==> src/rtl/div_aq_shift_register.sv <==
// Partial-remainder (A) and dividend/quotient (Q) register pair for a restoring divider.
// Supports load, joint {A,Q} left shift and A write-back with quotient-bit insertion.
module div_aq_shift_register #(
    parameter  int WIDTH = 16,
    localparam int CNT_W = $clog2(WIDTH + 1)
) (
    input  logic             clk,
    input  logic             rst,
    input  logic             ld,
    input  logic [WIDTH-1:0] dividend_in,
    input  logic             shl,
    input  logic             wr_a,
    input  logic [WIDTH:0]   a_in,
    input  logic             q_bit,
    output logic [WIDTH:0]   a_out,
    output logic [WIDTH-1:0] q_out,
    output logic [CNT_W-1:0] cnt_out,
    output logic             done,
    output logic             overrun
);

    logic [WIDTH:0]   a_q, a_d;
    logic [WIDTH-1:0] q_q, q_d;
    logic [CNT_W-1:0] cnt_q, cnt_d;
    logic             loaded_q, loaded_d;
    logic             pend_q, pend_d;
    logic             overrun_q, overrun_d;

    // Commands are mutually exclusive by priority: ld, then shl, then wr_a.
    always_comb begin
        a_d       = a_q;
        q_d       = q_q;
        cnt_d     = cnt_q;
        loaded_d  = loaded_q;
        pend_d    = pend_q;
        overrun_d = overrun_q;
        if (ld) begin
            a_d       = '0;
            q_d       = dividend_in;
            cnt_d     = CNT_W'(WIDTH);
            loaded_d  = 1'b1;
            pend_d    = 1'b0;
            overrun_d = 1'b0;
        end else if (shl) begin
            if (cnt_q != '0) begin
                a_d    = {a_q[WIDTH-1:0], q_q[WIDTH-1]};
                q_d    = {q_q[WIDTH-2:0], 1'b0};
                cnt_d  = cnt_q - CNT_W'(1);
                pend_d = 1'b1;
            end else begin
                overrun_d = 1'b1;
            end
        end else if (wr_a) begin
            a_d    = a_in;
            q_d    = {q_q[WIDTH-1:1], q_bit};
            pend_d = 1'b0;
        end
    end

    always_ff @(posedge clk or negedge rst) begin
        if (!rst) begin
            a_q       <= '0;
            q_q       <= '0;
            cnt_q     <= '0;
            loaded_q  <= 1'b0;
            pend_q    <= 1'b0;
            overrun_q <= 1'b0;
        end else begin
            a_q       <= a_d;
            q_q       <= q_d;
            cnt_q     <= cnt_d;
            loaded_q  <= loaded_d;
            pend_q    <= pend_d;
            overrun_q <= overrun_d;
        end
    end

    // done waits for the write-back that follows the last shift.
    assign done    = loaded_q & (cnt_q == '0) & ~pend_q;
    assign a_out   = a_q;
    assign q_out   = q_q;
    assign cnt_out = cnt_q;
    assign overrun = overrun_q;

endmodule

==> config.mk <==
export PLATFORM = sky130hd
export DESIGN_NAME = div_aq_shift_register
export DESIGN_NICKNAME = d
export VERILOG_FILES = /design/src/rtl/div_aq_shift_register.sv
export SDC_FILE = /design/constraint.sdc
export NUM_CORES = 1
export LEC_CHECK = 0
export ABC_AREA = 0
export CORE_MARGIN = 2
export CORE_UTILIZATION = 35
export CTS_CLUSTER_SIZE = 8
export DETAILED_ROUTE_END_ITERATION = 7
export PLACE_DENSITY = 0.66
export SLEW_MARGIN = 30
export SYNTH_ARGS = -nofsm -noshare
export SYNTH_HDL_FRONTEND = slang
export SYNTH_SLANG_ARGS = --single-unit
export TNS_END_PERCENT = 20
==> constraint.sdc <==
create_clock -name clk -period 2.45 [get_ports clk]
set_input_delay 0.3675 -clock clk [delete_from_list [all_inputs] [get_ports clk]]
set_output_delay 0.3675 -clock clk [all_outputs]
set_load 0.01 [all_outputs]
==> metrics.csv <==
stage,metric,value,unit
critical_path,reg2reg_from,cnt_out[0]$_DFFE_PN0P_,
routing,first_pass_iters,4,
critical_path,ff2ff_path_depth,6,
critical_path,slowest_delay,0.60,ns
clock_network,ctsLongestPathBuffers,2,
yosys,synth_cell_types,27,
timing,drv_slew,0,
yosys,synth-seq-area-share,46.41,%
critical_path,path_class,reg2out,
critical_path,crit_required,2.08,ns
run,maxCapViolCount,0,
global_routing,overflow,0,
placement,placed_area,3055,µm²
timing,hold_violations,0,
placement,dp_hpwl,3889,µm
cells_and_area,utilization,52.30,%
cells_and_area,final_area,3152,µm²
timing,finalSetupTns,0,ns
die,num_io_pins,79,
clock_network,cts_buffers,5,
routing,ant_nets,0,
cells_and_area,nFillCells,580,
cells_and_area,antenna_cells,0,
cells_and_area,synthToLayoutAreaGrowth,42.56,%
global_routing,grt_max_degree,42,
critical_path,cp-startpoint,cnt_out[0]$_DFFE_PN0P_,
power,ir_drop,223.7,µV
timing,fmax,438.3,MHz
clock_network,insertion_delay,0.29,ns
yosys,synthCells,226,
clock_network,numClockSinks,41,
routing,vias,2042,
routing,wire_per_inst,16.08,µm
critical_path,critPathLaunchType,register,
yosys,synth_fp_nets,266,
routing,vias_per_cell,5.431,
critical_path,crit_end,done,
power,leakagePower,0.001299,µW
critical_path,path_max_fanout,4,
die,fp.dieH,83.48,µm
die,rows,28,
critical_path,timing.rr.end,a_out[1]$_DFFE_PN0P_,
die,start_util,36.69,%
timing,post-route-period-util,93.13,%
timing,post-route-min-period,2.282,ns
yosys,ys_warn_count,0,
clock_network,h-tree-depth,2,
timing,hold_ws,0.1321,ns
die,dieWidth,83.48,µm
cells_and_area,layout.nets,340,
timing,tightest_slew,0.5409,ns
power,total_power,1780,µW
critical_path,cp_slowest_cell,or4b_2,
critical_path,crit_chain,inv_1 > ha_1 > or4b_2 > nor3b_1 > clkbuf_2,
routing,drt_iter0_markers,137,
routing,drc,0,
yosys,ys_seq_elements,41,
critical_path,critical_path_depth,5,
global_routing,grt_pass1_wl,10020,µm
timing,fin_worst_skew,0.003717,ns
routing,drt-total-wl,6046,µm
cells_and_area,drive_gt1_share,8.970,%
timing,finalSetupViolCount,0,
placement,gp_congestion,0.7814,
timing,rsz0062_at_grt,false,
die,dieArea,6969,µm²
critical_path,crit_family,simple AND/OR/NAND/NOR gates,
clock_network,cts_root_buf,clkbuf_8,
critical_path,r2r_slack,0.31,ns
critical_path,critical_path_buf_inv_count,2,
timing,relSlewSlack,63.94,%
placement,portBuffers,78,
global_routing,grt_usage,17.54,%
hold_path,min_path_type,in2async,
die,core_area,6026,µm²
yosys,syn_area_per_cell,9.783,µm²
power,pwr_density_cell,564.8,nW/µm²
global_routing,grt_pass1_vias,1993,
clock_network,cts.clk_slew.worst_paths,0.08,ns
critical_path,arrival,1.91,ns
status,status,finished clean,
critical_path,cp-end-kind,output port,
global_routing,grt_antenna_before_repair,0,
clock_network,cts_tree,built,
yosys,syn_area,2211,µm²
-- cell type report --
class | instances | area [µm²] | share of cell area, %
multi-input combinational | 160 | 1076 | 34.14
clock buffer | 7 | 96.34 | 3.057
tap | 75 | 93.84 | 2.977
inverter | 3 | 11.26 | 0.3573
sequential | 41 | 1026 | 32.55
timing repair buffer | 89 | 843.3 | 26.76
clock inverter | 1 | 5.005 | 0.1588
-- synthesized netlist by cell type (all sizes together) --
master | count | area, µm²
o22a | 1 | 8.760
buf | 7 | 50.05
a31oi | 15 | 93.84
a311oi | 3 | 32.53
a211oi | 32 | 240.2
clkbuf | 15 | 56.30
mux2i | 16 | 160.2
dfrtp | 41 | 1026
or2 | 1 | 6.260
a21oi | 21 | 105.1
nor4b | 1 | 15.01
o31ai | 1 | 7.510
nand3 | 1 | 5.000
nor3b | 1 | 7.510
nand2 | 9 | 33.78
or4b | 2 | 20.02
nand2b | 2 | 12.51
nor2b | 32 | 200.2
nor2 | 1 | 3.750
inv | 3 | 11.26
ha | 1 | 12.51
or3 | 2 | 12.51
o21ai | 18 | 90.09
-- worst register-to-register path, stage by stage, from the launching register on --
cell	delay, ns
dfrtp_1	0.41
inv_1	0.08
ha_1	0.17
or4b_2	0.60
buf_4	0.31
mux2i_1	0.20
a211oi_1	0.27
-- layer usage --
| layer | track usage (%) | up-vias | wire, µm |
|---|---|---|---|
| met4 | 6.305 | 0 | 90 |
| met5 | 0 | - | 0 |
| met3 | 3.066 | 7 | 268 |
| met2 | 27.93 | 54 | 2920 |
| li1 | - | 979 | - |
| met1 | 24.10 | 1002 | 2767 |
-- through the flow --
stage	instances	worst slack, ns
after floorplan	226	0.3663
after detailed placement	368	0.07760
after CTS	376	0.02829
after global routing	376	0.06276
after global placement	368	0.1022
final	376	0.1683
-- worst min path at each step --
stage                         start              endpoint  slack, ns
3_5_place_dp   loaded_q$_DFFE_PN0P_  loaded_q$_DFFE_PN0P_       0.45
3_3_place_gp   loaded_q$_DFFE_PN0P_  loaded_q$_DFFE_PN0P_       0.45
6_report                        rst  q_out[6]$_DFFE_PN0P_       0.13
4_1_cts                         rst  q_out[6]$_DFFE_PN0P_       0.15
2_1_floorplan                   rst  a_out[0]$_DFFE_PN0P_       0.07
5_1_grt                         rst  q_out[6]$_DFFE_PN0P_       0.17
-- logic make-up (layout without fill, tap and decap cells) --
kind of cell	after synthesis	count (layout)	share of synthesized area [%]
AO/OA/AOI/OAI	91	91	26.15
buffers and inverters	25	100	5.320
flip-flops	41	41	46.41
adder cells (fa/ha/maj)	1	1	0.5658
multiplexers	16	16	7.244
AND/OR/NAND/NOR	52	52	14.32
-- power breakdown --
part           internal, µW  leakage, µW  total [µW]  switching (µW)
clock network           255    0.0000542         490             235
registers               739     0.000504         795            56.4
logic                   269     0.000741         495             225
-- what timing repair did --
item	CTS	global route
hold buffers	0	0
endpoints found under the setup margin	1	1
gates resized for setup	1	2
buffers inserted	0	0
-- cells in the final DEF, fill, tap and decap left out, types with 3 or more instances in the layout --
cell and count:
a211oi_1 32, a21oi_1 21, a31oi_1 15, buf_2 3, buf_4 11, clkbuf_8 7
clkdlybuf4s50_1 74, dfrtp_1 41, inv_1 3, mux2i_1 16, nand2_1 9, nor2b_1 32
o21ai_0 16
-- state kept, by name (all words and copies together), names as in the netlist --
name / flops
a_out: 17
q_out: 16
cnt_out: 5
loaded_q: 1
overrun: 1
pend_q: 1
(Power assumes the default switching activity.)
